$ cat src/rtl/edge_timestamper.sv
`default_nettype none
// ============================================================================
// Module   : edge_timestamper
// Purpose  : Timestamps the earliest rising edge of each parallel sample word
//            into a FWFT FIFO and counts all rising edges (saturating).
// Revision : 1.0 - initial release
// ============================================================================
module edge_timestamper #(
    parameter int N_IN       = 4,
    parameter int COARSE_W   = 32,
    parameter int FIFO_DEPTH = 16,
    parameter int CNT_W      = 32
) (
    input  logic                                clk,
    input  logic                                reset,
    input  logic [N_IN-1:0]                     din,
    input  logic                                enable,
    output logic                                ts_valid,
    input  logic                                ts_ready,
    output logic [COARSE_W+$clog2(N_IN)-1:0]    ts_data,
    output logic [CNT_W-1:0]                    edge_count,
    output logic                                overflow,
    input  logic                                clear_overflow
);

    localparam int KW  = $clog2(N_IN);
    localparam int NPW = $clog2(N_IN + 1);
    localparam int AW  = $clog2(FIFO_DEPTH);
    localparam int TSW = COARSE_W + KW;

    logic [COARSE_W-1:0] r_coarse;
    logic                r_prev_lsb;
    logic                r_first_word;
    logic                r_hit;
    logic [TSW-1:0]      r_ts;
    logic [NPW-1:0]      r_npop;

    logic [N_IN-1:0]     w_edge;
    logic [KW-1:0]       w_kmin;
    logic [NPW-1:0]      w_npop;

    // w_edge is indexed by sample index k (k=0 is the MSB, earliest in time)
    always_comb begin
        w_edge    = '0;
        w_kmin    = '0;
        w_npop    = '0;
        w_edge[0] = din[N_IN-1] & ~r_prev_lsb & ~r_first_word;
        for (int k = 1; k < N_IN; k++) begin
            w_edge[k] = din[N_IN-1-k] & ~din[N_IN-k];
        end
        for (int k = N_IN - 1; k >= 0; k--) begin
            if (w_edge[k]) w_kmin = KW'(k);
        end
        for (int k = 0; k < N_IN; k++) begin
            w_npop = w_npop + NPW'(w_edge[k]);
        end
    end

    always_ff @(posedge clk) begin
        if (reset) begin
            r_coarse     <= '0;
            r_prev_lsb   <= 1'b0;
            r_first_word <= 1'b1;
            r_hit        <= 1'b0;
            r_ts         <= '0;
            r_npop       <= '0;
        end else begin
            r_coarse     <= r_coarse + COARSE_W'(1);
            r_prev_lsb   <= din[0];
            r_first_word <= 1'b0;
            r_hit        <= enable & (|w_edge);
            r_ts         <= {r_coarse, w_kmin};
            r_npop       <= enable ? w_npop : '0;
        end
    end

    logic [TSW-1:0]   r_mem [FIFO_DEPTH];
    logic [AW-1:0]    r_wr_ptr;
    logic [AW-1:0]    r_rd_ptr;
    logic [AW:0]      r_count;
    logic             r_overflow;
    logic [CNT_W-1:0] r_edge_count;

    logic             w_empty;
    logic             w_full;
    logic             w_pop;
    logic             w_push;
    logic             w_drop;
    logic [CNT_W:0]   w_sum;

    assign w_empty = (r_count == '0);
    assign w_full  = (r_count == (AW+1)'(FIFO_DEPTH));
    assign w_pop   = ~w_empty & ts_ready;
    // A full FIFO still accepts a push when the head leaves in the same cycle
    assign w_push  = r_hit & (~w_full | w_pop);
    assign w_drop  = r_hit & w_full & ~w_pop;
    assign w_sum   = {1'b0, r_edge_count} + (CNT_W+1)'(r_npop);

    always_ff @(posedge clk) begin
        if (w_push) r_mem[r_wr_ptr] <= r_ts;
    end

    always_ff @(posedge clk) begin
        if (reset) begin
            r_wr_ptr     <= '0;
            r_rd_ptr     <= '0;
            r_count      <= '0;
            r_overflow   <= 1'b0;
            r_edge_count <= '0;
        end else begin
            if (w_push) r_wr_ptr <= r_wr_ptr + AW'(1);
            if (w_pop)  r_rd_ptr <= r_rd_ptr + AW'(1);
            if (w_push && !w_pop)      r_count <= r_count + (AW+1)'(1);
            else if (w_pop && !w_push) r_count <= r_count - (AW+1)'(1);
            if (w_drop)              r_overflow <= 1'b1;
            else if (clear_overflow) r_overflow <= 1'b0;
            r_edge_count <= w_sum[CNT_W] ? {CNT_W{1'b1}} : w_sum[CNT_W-1:0];
        end
    end

    assign ts_valid   = ~w_empty;
    assign ts_data    = w_empty ? '0 : r_mem[r_rd_ptr];
    assign edge_count = r_edge_count;
    assign overflow   = r_overflow;

endmodule
`default_nettype wire

$ cat config.mk
export PLATFORM = sky130hd
export DESIGN_NAME = edge_timestamper
export DESIGN_NICKNAME = d
export VERILOG_FILES = /design/src/rtl/edge_timestamper.sv
export SDC_FILE = /design/constraint.sdc
export NUM_CORES = 1
export LEC_CHECK = 0
export ABC_AREA = 1
export BUFFER_PORTS_ARGS = -buffer_cell sky130_fd_sc_hd__buf_2
export CAP_MARGIN = 20
export CELL_PAD_IN_SITES_DETAIL_PLACEMENT = 1
export CELL_PAD_IN_SITES_GLOBAL_PLACEMENT = 1
export CORE_ASPECT_RATIO = 1.75
export CORE_MARGIN = 2
export CORE_UTILIZATION = 45
export DETAILED_ROUTE_END_ITERATION = 10
export PLACE_DENSITY_LB_ADDON = 0.1
export SLEW_MARGIN = 20
export SYNTH_ARGS = -nofsm -noshare
export SYNTH_HDL_FRONTEND = slang
export SYNTH_SLANG_ARGS = --single-unit
$ cat constraint.sdc
create_clock -name clk -period 2.9 [get_ports clk]
set_input_delay 0.58 -clock clk [delete_from_list [all_inputs] [get_ports clk]]
set_output_delay 0.58 -clock clk [all_outputs]
set_load 0.05 [all_outputs]
Word level (Yosys, flattened, before mapping). Memories as Yosys holds them, arrays and structs flattened. A register that Yosys moved wholly into a read port is not among the register bits. Cells that the tools add are included.

Flip-flop bits (word level): 118. Latch bits: 0. Bits in writable memories: 544. Memory bits (read-only): 0. Input port bits: 9. Output and inout port bits: 68. Word-level logic and storage cells: 69. Memories: 1.

Memories: r_mem (depth 16, width 34, rd ports 1, clocked after Yosys merged registers in 1, write ports 1, RTL line 77) `logic [TSW-1:0] r_mem [FIFO_DEPTH];`.

Add/subtract/negate cells: 9. Multipliers: 0. Divide/modulo/power cells: 0. Order comparisons: 0. Eq/ne operators: 1. Shift-type cells: 0. Mux-type cells: 14. Bitwise operators: 20. Reduce and logical (&&, ||, !) cells: 11.

Operators with widths (number): 2-to-1 mux 34 bit (1); adder 32 x 3 -> 33 bit (1); adder 32 x 1 -> 32 bit (second input constant) (1); 2-to-1 mux 32 bit (1); AND 1 bit (10); 2-to-1 mux 5 bit (2); NOT 1 bit (9); adder 4 x 1 -> 4 bit (second input constant) (2); 2-to-1 mux 4 bit (2); 2-to-1 mux 1 bit (6); adder 5 x 1 -> 5 bit (second input constant) (1); equality test 5 bit (second input constant) (1); zero test 5 bit (1); subtractor 5 x 1 -> 5 bit (second input constant) (1); 2-to-1 mux 2 bit (2); nonzero test 2 bit (2); OR reduction 2 bit (2); OR reduction 4 bit (1); adder 2 x 1 -> 3 bit (1); adder 3 x 1 -> 3 bit (1); OR reduction 3 bit (1); adder 1 x 1 -> 2 bit (1); logical AND 1 bit (2); zero test 1 bit (2); bitwise OR 1 bit (1).

Logic depth before layout (Yosys ltp). Gate-level depths: netlist (run 1).

Word-level depth: 9. Gate-level depth with buffers: 15. Gate-level depth less buffers: 15.

Worst setup path before layout (run 1). Ideal clock, no wire load.

Path kind: input -> register. From: input ts_ready. To: memory r_mem[0][0] (netlist name), enable pin. Setup time: 0.425 ns. Arrival time: 2.463 ns. Required time: 2.475 ns. Path slack: 0.012 ns. Cell stages on the path: 4. Buffers on the path: 0. Cells stage by stage: nor3_1 -> nor2_2 -> nand2_1 -> nor2_1.

Word-level cells in the longest chain between the ends: 5.

Ends and longest elaborated chain: start: declaration (RTL line 19) `input logic ts_ready,`; AND 1 bit (RTL line 93) `assign w_pop = ~w_empty & ts_ready;`; bitwise OR 1 bit (RTL line 95) `assign w_push = r_hit & (~w_full | w_pop);`; AND 1 bit (RTL line 95); named net w_push (RTL line 87) `logic w_push;`; 2-to-1 mux 1 bit (RTL line 100) `if (w_push) r_mem[r_wr_ptr] <= r_ts;`; 2-to-1 mux 1 bit (not written as such) (RTL line 100); end: declaration (RTL line 77).

The timed path passes the listed nets, and every way through them passes these cells.

==> results of run 1 <==
## stage by stage
stage               setup WS, ns  hold slack, ns  cells  cell area (um2)
floorplan                 0.0117           0.420   2617            27400
global placement           0.413           0.445   3411            29300
detailed placement         0.263           0.458   3411            29300
CTS                      -0.0562           0.141   3555            32500
global route             -0.0808           0.194   3571            33500
finish                   -0.0390           0.183   3571            33500
## cells in the mapped netlist, drive strengths merged (3+ instances only)
cell      n
xor2     10
nor2    155
nand4     8
inv     121
edfxtp  544
fa        3
a21oi    86
nand3   463
nor3     17
nand2   890
xnor2     7
nand3b   12
o21ai    25
buf      88
ha       17
dfxtp   122
clkbuf   40
## final cells by class
type | instances | share of cell area [%]
clock buffer | 69 | 4.70
sequential | 666 | 56.1
clock inverter | 43 | 1.63
inverter | 123 | 1.55
timing repair inverter | 1 | 0.0896
timing repair buffer | 183 | 8.29
multi-input combinational | 1700 | 24.7
tap | 786 | 2.94
## sequential cells by signal (all words and copies together), names as in the netlist, 3 cells and up, named ones only
name        flops
r_ts           34
edge_count     32
r_count         5
r_rd_ptr        4
r_coarse       32
r_wr_ptr        4
r_mem         544
r_npop          3
## layer usage
layer | vias to the layer above | GRT usage, %
met1 | 10400 | 31.7
met3 | 209 | 3.30
met2 | 653 | 51.5
li1 | 9131 | -
met5 | - | 0
met4 | 2 | 13.8
## worst max-delay path by stage
stage,from,to,slack [ns]
CTS,flop,ts_data[7],-0.06
global route,flop,ts_data[9],-0.08
detailed placement,ts_ready,r_count[4],0.26
global placement,flop,ts_data[13],0.41
finish,flop,ts_data[12],-0.04
floorplan,ts_ready,r_mem[0][0],0.01
## power by group
group | total, mW | leakage (nW) | internal [mW] | switching [mW]
sequential | 10.4 | 6.03 | 10.3 | 0.107
combinational | 10.5 | 5.45 | 3.96 | 6.52
clock | 8.58 | 1.02 | 4.91 | 3.67
## what timing repair did
item,in CTS,in global routing
setup endpoints to repair,34,34
setup buffers,14,4
cloned,18,18
resized for setup,120,154
pin swaps,22,57
## logic make-up (layout without fill, tap and decap cells)
family / Yosys count / after routing / synth area share, %
simple gates: 1549 / 1549 / 23.9
flops: 666 / 666 / 68.4
compound gates: 114 / 114 / 2.16
xor+xnor: 17 / 17 / 0.543
fa+ha+maj: 20 / 20 / 0.994
buf+inv: 251 / 419 / 3.99
## critical path: stages (launching register included)
cell	delay [ns]
dfxtp_4	0.36
buf_12	0.17
clkinv_16	0.11
buf_16	0.16
nand2_1	0.06
nand3_1	0.10
nand3_2	0.09
nand2_2	0.10
nand2_2	0.07
a21oi_4	0.31
buf_12	0.18
==> impl_metrics.yaml, run 1 <==
status:
  status: "complete, but fails checks"
  failed_checks: "negative setup slack"
finish:
  syn2layout_area_growth_pct: 22.1
  post-route-util_pct: 55.6
  n_antenna_cell: 0
  layout.nets: 2763
  layout_common_cells: "nand2_1 (832), edfxtp_1 (544), nand3_1 (408)"
  layout-drive-gt1-share_pct: 17.0
  multi_input_area_mm2: 0.00828
  nFillCells: 6286
  seq_area_mm2: 0.0188
  final_common_cell: "nand2_1"
placed_design:
  hpwlAfterDp_um: 48000
  port_buffers: 76
  place.gp.congestion: 0.843
floorplanning:
  row_count: 119
  die_y_um: 331
  die-width_um: 191
  dieArea_mm2: 0.0630
  ios: 77
  coreArea_mm2: 0.0603
  start_util_pct: 45.5
drt:
  wl_met2_um: 48100
  drt-total-wl_um: 89900
  top_layer: "met5"
  dr.pass1.iters: 5
  drc_errors: 0
  viasPerCell: 5.71
  num_vias: 20400
  first_iter_violations: 1458
  wl_per_cell_um: 25.2
  wl_met3_um: 4300
  wl_met1_um: 33700
  drtAntennaViolNets: 0
clock_tree:
  hold_buffers: 0
  clk_pin_slew_ns: 0.07
  htree_levels: 2
  cts_tree: "yes"
  clk_latency_ns: 0.63
  clk_path_buf_depth: 3
  numCtsBuffers: 59
  clock-sinks: 666
  cts-root-buf: "clkbuf_16"
sta:
  tightest_slew_ns: 0.724
  fin_tns_setup_ns: -0.0902
  hold_viol_final: 0
  setup_viol: 4
  drv_slew: 0
  timing.final.crit_share_pct: 101
  fmax_mhz: 340
  skew_ns: 0.0231
  grt_setup_unrepaired: "true"
  finalCriticalPeriod_ns: 2.94
  setup_slack_ns: -0.0390
  relSlewSlack_pct: 51.4
yosys:
  synth_top_area_cell: "edfxtp_1"
  synthCells: 2617
  synth-seq-cells: 666
  ys_types: 36
  ys_seq_area_share_pct: 68.4
  yosys_warnings: 0
  postSynthNetCount: 2646
  ys.flop_type: "edfxtp_1"
  synth_area_leaders: "edfxtp_1 (60%), nand2_1 (12%), dfxtp_1 (8.9%)"
  synth_edf_count: 544
  async_reset_ff_share_pct: 0
  synth_top_area_share_pct: 59.5
  syn_area_mm2: 0.0274
  syn_avg_cell_area_um2: 10.5
grt:
  grt_start_max_net_pins: 75
  grt_pass1_vias: 21700
  antenna_found_initial: 2
  grt_pass1_wl_um: 130000
  grt_usage_pct: 27.9
  grt_overflow: 0
worst_setup_path:
  r2r_end: "r_count[4]"
  reg2regPathDepth: 15
  start_kind: "flop"
  reg2reg_from: "r_count[0]"
  crit_path_end_kind: "primary output"
  required_ns: 2.32
  cp_max_fo: 12
  r2r_slack_ns: 0.45
  cp.arrival_ns: 2.36
  path_class: "flop to primary output"
min_path:
  worstHoldEndpoint: "r_prev_lsb"
  hold_class: "input pin to flop"
  whs_path_depth: 3
  min-delay-start: "din[0]"
pwr:
  power.total_mw: 29.5
  power_leakage_nw: 12.5
  powerDensity_mw_per_mm2: 881
  peakVddDrop_v: 0.000531
job:
  cap_violations: 0
No activity file was read; power rests on OpenSTA's default activity.
==> inputs of run 2 (changes only) <==
==> constraint.sdc (replaced) <==
create_clock -name clk -period 2.9 [get_ports clk]
set_input_delay 0.145 -clock clk [delete_from_list [all_inputs] [get_ports clk]]
set_output_delay 0.145 -clock clk [all_outputs]
set_load 0.05 [all_outputs]
==> impl_metrics.yaml, run 2 (synthesis gave the netlist of run 1 again) <==
worst_setup_path:
  required_ns: 2.76
  crit_path_end_kind: "primary output"
  reg2regPathDepth: 12
  reg2reg_from: "r_count[1]"
  r2r_slack_ns: 0.49
  cp_max_fo: 45
  cp.arrival_ns: 2.68
  start_kind: "flop"
  path_class: "flop to primary output"
  r2r_end: "r_count[3]"
clock_tree:
  numCtsBuffers: 60
  cts-root-buf: "clkbuf_16"
  cts_tree: "yes"
  htree_levels: 2
  clk_pin_slew_ns: 0.07
  clock-sinks: 666
  clk_path_buf_depth: 3
  clk_latency_ns: 0.62
  post-cts-setup-buffers: 0
finish:
  nFillCells: 6488
  n_antenna_cell: 0
  final_common_cell: "nand2_1"
  layout-drive-gt1-share_pct: 10.4
  syn2layout_area_growth_pct: 14.5
  layout.nets: 2726
  multi_input_area_mm2: 0.00769
  layout_common_cells: "nand2_1 (886), edfxtp_1 (544), nand3_1 (463)"
  largest_register_ffs: 544
  reg_top3: "r_mem: 544 flops, r_ts: 34 flops"
  seq_area_mm2: 0.0188
  largest-register: "r_mem"
  final_cells: 3535
pwr:
  powerDensity_mw_per_mm2: 842
  power_leakage_nw: 11.7
  p_switching_mw: 9.23
  p_comb_share_pct: 27.9
  power.total_mw: 26.5
  seq_power_share_pct: 39.7
  peakVddDrop_v: 0.000647
  pwr-share-clk_pct: 32.4
  p_sw_share_pct: 34.9
  power.internal_mw: 17.2
sta:
  setup_slack_ns: 0.0764
  fin_tns_setup_ns: 0
  skew_ns: 0.0140
  drv_slew: 0
  finalCriticalPeriod_ns: 2.82
  relSlewSlack_pct: 37.1
  grt_setup_unrepaired: "true"
  setup_viol: 0
  timing.final.crit_share_pct: 97.4
  hold_viol_final: 0
  tightest_slew_ns: 0.944
  fmax_mhz: 354
min_path:
  worstHoldEndpoint: "r_prev_lsb"
  min-delay-start: "din[0]"
  hold_class: "input pin to flop"
  whs_path_depth: 4
placed_design:
  port_buffers: 76
  place.gp.congestion: 0.838
  place_ws_ns: 0.476
  placed_cells: 3410
  hpwlAfterDp_um: 49300
job:
  cap_violations: 0
status:
  status: "finished clean"
floorplanning:
  die-width_um: 191
  coreArea_mm2: 0.0603
  ios: 77
  row_count: 119
  die_y_um: 331
  dieArea_mm2: 0.0630
  start_util_pct: 45.5
grt:
  grt_overflow: 0
  grt_usage_pct: 26.2
  grt_pass1_wl_um: 123000
  grt_start_max_net_pins: 137
  grt_pass1_vias: 21400
  antenna_found_initial: 7
drt:
  num_vias: 19700
  wl_per_cell_um: 23.4
  dr.pass1.iters: 5
  drc_errors: 0
  drt-total-wl_um: 82900
  drtAntennaViolNets: 0
  viasPerCell: 5.58
  first_iter_violations: 1112
run 2: worst max-delay path by stage:
stage | start | endpoint | slack [ns] | cells past startpoint
floorplan | r_count[1] | r_mem[0][0] | 0.11 | 6
global placement | r_count[1] | r_count[3] | 0.50 | 12
detailed placement | r_count[1] | r_count[3] | 0.48 | 12
CTS | flop | ts_data[6] | -0.01 | 8
global route | flop | ts_data[30] | -0.04 | 8
finish | flop | ts_data[5] | 0.08 | 8
run 2: area by class of cell:
class / instances / share of cell area (%)
timing repair buffer: 146 / 4.24
multi-input combinational: 1700 / 24.5
tap: 786 / 3.13
sequential: 666 / 59.8
inverter: 123 / 1.53
clock buffer: 76 / 5.30
clock inverter: 38 / 1.48
run 2: critical path: stages, from the launching register on:
cell     delay, ns
dfxtp_4       0.60
buf_6         0.39
nand2_1       0.11
nand3_1       0.11
nand3_1       0.11
nand2_1       0.11
nand2_1       0.06
a21oi_1       0.15
buf_2         0.37
run 2: power groups by stage:
| stage | clock network, mW | logic (mW) | registers [mW] |
|---|---|---|---|
| final | 8.56 | 7.39 | 10.5 |
| after floorplan | 0 | 5.09 | 10.6 |
| after global routing | 8.98 | 8.05 | 10.5 |
| after detailed placement | 0 | 7.28 | 10.7 |
| after CTS | 8.71 | 7.33 | 10.5 |
| after global placement | 0 | 7.13 | 10.7 |
run 2: what timing repair did:
| item | CTS | global route |
|---|---|---|
| gates cloned | 0 | 2 |
| endpoints found under the setup margin | 3 | 9 |
| hold buffers | 9 | 0 |
| hold endpoints to repair | 19 | 0 |
| pin swaps | 0 | 0 |
| resized for setup | 0 | 14 |
run 2: layer usage:
layer / up-vias / wire, um / part of all wire, % / GRT usage [%]
met5: - / 26 / 0.031 / 0
met2: 525 / 44400 / 54 / 48.8
met1: 9924 / 30800 / 37 / 28.8
met4: 4 / 4590 / 5.5 / 14.5
li1: 9038 / - / - / -
met3: 242 / 3110 / 3.7 / 2.96
run 2: metrics by stage:
step	hold WS, ns	utilization (%)	instance area [um2]
final	0.295	52.1	31400
after global routing	0.302	52.1	31400
after CTS	0.264	51.9	31300
after detailed placement	0.371	48.2	29100
after global placement	0.376	48.2	29100
after floorplan	0.173	-	27400
==> inputs of run 3 (changes only) <==
--- a/config.mk
+++ b/config.mk
@@ -10,7 +10,7 @@
 export CAP_MARGIN = 20
 export CELL_PAD_IN_SITES_DETAIL_PLACEMENT = 1
 export CELL_PAD_IN_SITES_GLOBAL_PLACEMENT = 1
-export CORE_ASPECT_RATIO = 1.75
+export CORE_ASPECT_RATIO = 1.25
 export CORE_MARGIN = 2
 export CORE_UTILIZATION = 45
 export DETAILED_ROUTE_END_ITERATION = 10
==> impl_metrics.yaml, run 3 (synthesis gave the netlist of run 1 again) <==
finish:
  n_antenna_cell: 0
  post-route-util_pct: 52.1
  largest-register: "r_mem"
  layout_common_cells: "nand2_1 (886), edfxtp_1 (544), nand3_1 (463)"
  nFillCells: 6537
  syn2layout_area_growth_pct: 15.0
  reg_top3: "r_mem: 544 flops, r_ts: 34 flops"
  largest_register_ffs: 544
  final_common_cell: "nand2_1"
  layout-drive-gt1-share_pct: 10.7
  seq_area_mm2: 0.0188
  multi_input_area_mm2: 0.00768
  layout.nets: 2747
floorplanning:
  die-width_um: 225
  row_count: 101
  start_util_pct: 45.3
  ios: 77
  coreArea_mm2: 0.0605
  die_y_um: 280
  dieArea_mm2: 0.0630
drt:
  num_vias: 19500
  dr.pass1.iters: 6
  viasPerCell: 5.49
  drt-total-wl_um: 79200
  first_iter_violations: 1265
  wl_per_cell_um: 22.3
  drc_errors: 0
  drtAntennaViolNets: 0
clock_tree:
  htree_levels: 3
  clk_path_buf_depth: 3
  clk_pin_slew_ns: 0.06
  numCtsBuffers: 68
  clk_latency_ns: 0.61
  cts-root-buf: "clkbuf_16"
  clock-sinks: 666
  cts_tree: "yes"
pwr:
  power_leakage_nw: 11.8
  powerDensity_mw_per_mm2: 847
  peakVddDrop_v: 0.000572
grt:
  grt_pass1_vias: 20600
  grt_start_max_net_pins: 116
  antenna_found_initial: 0
  grt_overflow: 0
  grt_pass1_wl_um: 120000
  grt_usage_pct: 25.1
worst_setup_path:
  cp_max_fo: 28
  required_ns: 2.76
  reg2regPathDepth: 7
  crit_path_end_kind: "primary output"
  cp.arrival_ns: 2.64
  path_class: "flop to primary output"
  start_kind: "flop"
sta:
  drv_slew: 0
  tightest_slew_ns: 0.988
  timing.final.crit_share_pct: 96.0
  skew_ns: 0.0216
  setup_viol: 0
  fmax_mhz: 359
  fin_tns_setup_ns: 0
  finalCriticalPeriod_ns: 2.79
  relSlewSlack_pct: 34.0
  hold_viol_final: 0
placed_design:
  place.gp.congestion: 0.794
  port_buffers: 76
  hpwlAfterDp_um: 48100
job:
  cap_violations: 0
min_path:
  hold_class: "input pin to flop"
  whs_path_depth: 4
status:
  status: "finished clean"
[run 3: changes by cell type in the layout (fill, tap and decap cells not counted), sizes merged]
cell         delta
bufinv          -4
dlygate4sd3     -1
clkinvlp        -4
inv             -2
clkbuf         +13
buf            +20
[run 3: stage by stage]
stage               instance area, um2  std cells  power [mW]  hold slack [ns]  setup slack (ns)
CTS                              31400       3536        26.8            0.117          -0.00396
global route                     31500       3543        27.9            0.163         -0.000810
detailed placement               29100       3405        17.9            0.379             0.372
floorplan                        27400       2617        15.7            0.173             0.108
finish                           31500       3543        26.7            0.123             0.115
global placement                 29100       3405        17.8            0.371             0.449
[run 3: worst max-delay path, cell delays in order (launching register included)]
cell,delay (ns)
dfxtp_1,0.33
nor2_1,0.14
nand4_1,0.19
inv_2,0.77
buf_4,0.30
a21oi_1,0.06
buf_2,0.22
[run 3: final cells by class]
type	instances	area share (%)
flip-flops and latches	666	59.6
repair buffers	159	4.43
clock inverters	28	0.845
multi-input cells	1700	24.4
clock buffers	95	6.17
inverters	123	1.56
well taps	772	3.06
[run 3: what timing repair did]
item / in CTS / in global routing
gates resized for setup: 8 / 5
setup endpoints to repair: 11 / 31
buffers inserted: 0 / 5
hold buffers: 8 / 0
endpoints found under the hold margin: 10 / 0
gates cloned: 0 / 2
[run 3: per-layer routing]
| metal | vias to the layer above | global-route usage, % | share of wire, % |
|---|---|---|---|
| met5 | - | 0 | 0 |
| li1 | 9088 | - | - |
| met2 | 423 | 44.5 | 51 |
| met1 | 9817 | 31.4 | 42 |
| met3 | 130 | 3.33 | 4.0 |
| met4 | 0 | 9.14 | 3.1 |
[run 3: power by group]
part	internal, mW	total [mW]	switching, mW
Sequential	10.3	10.5	0.132
Clock	5.14	8.80	3.66
Combinational	2.04	7.46	5.41
Total	17.5	26.7	9.21
[run 3: path summary, 6_finish.rpt]
check                                   from           end  slack (ns)
worst min register to register  r_coarse[31]      r_ts[33]        0.44
worst min-delay path                   reset  r_coarse[25]        0.12
worst max-delay path              r_count[3]   ts_data[24]        0.11
worst max register to register    r_count[1]  r_mem[9][13]        0.38
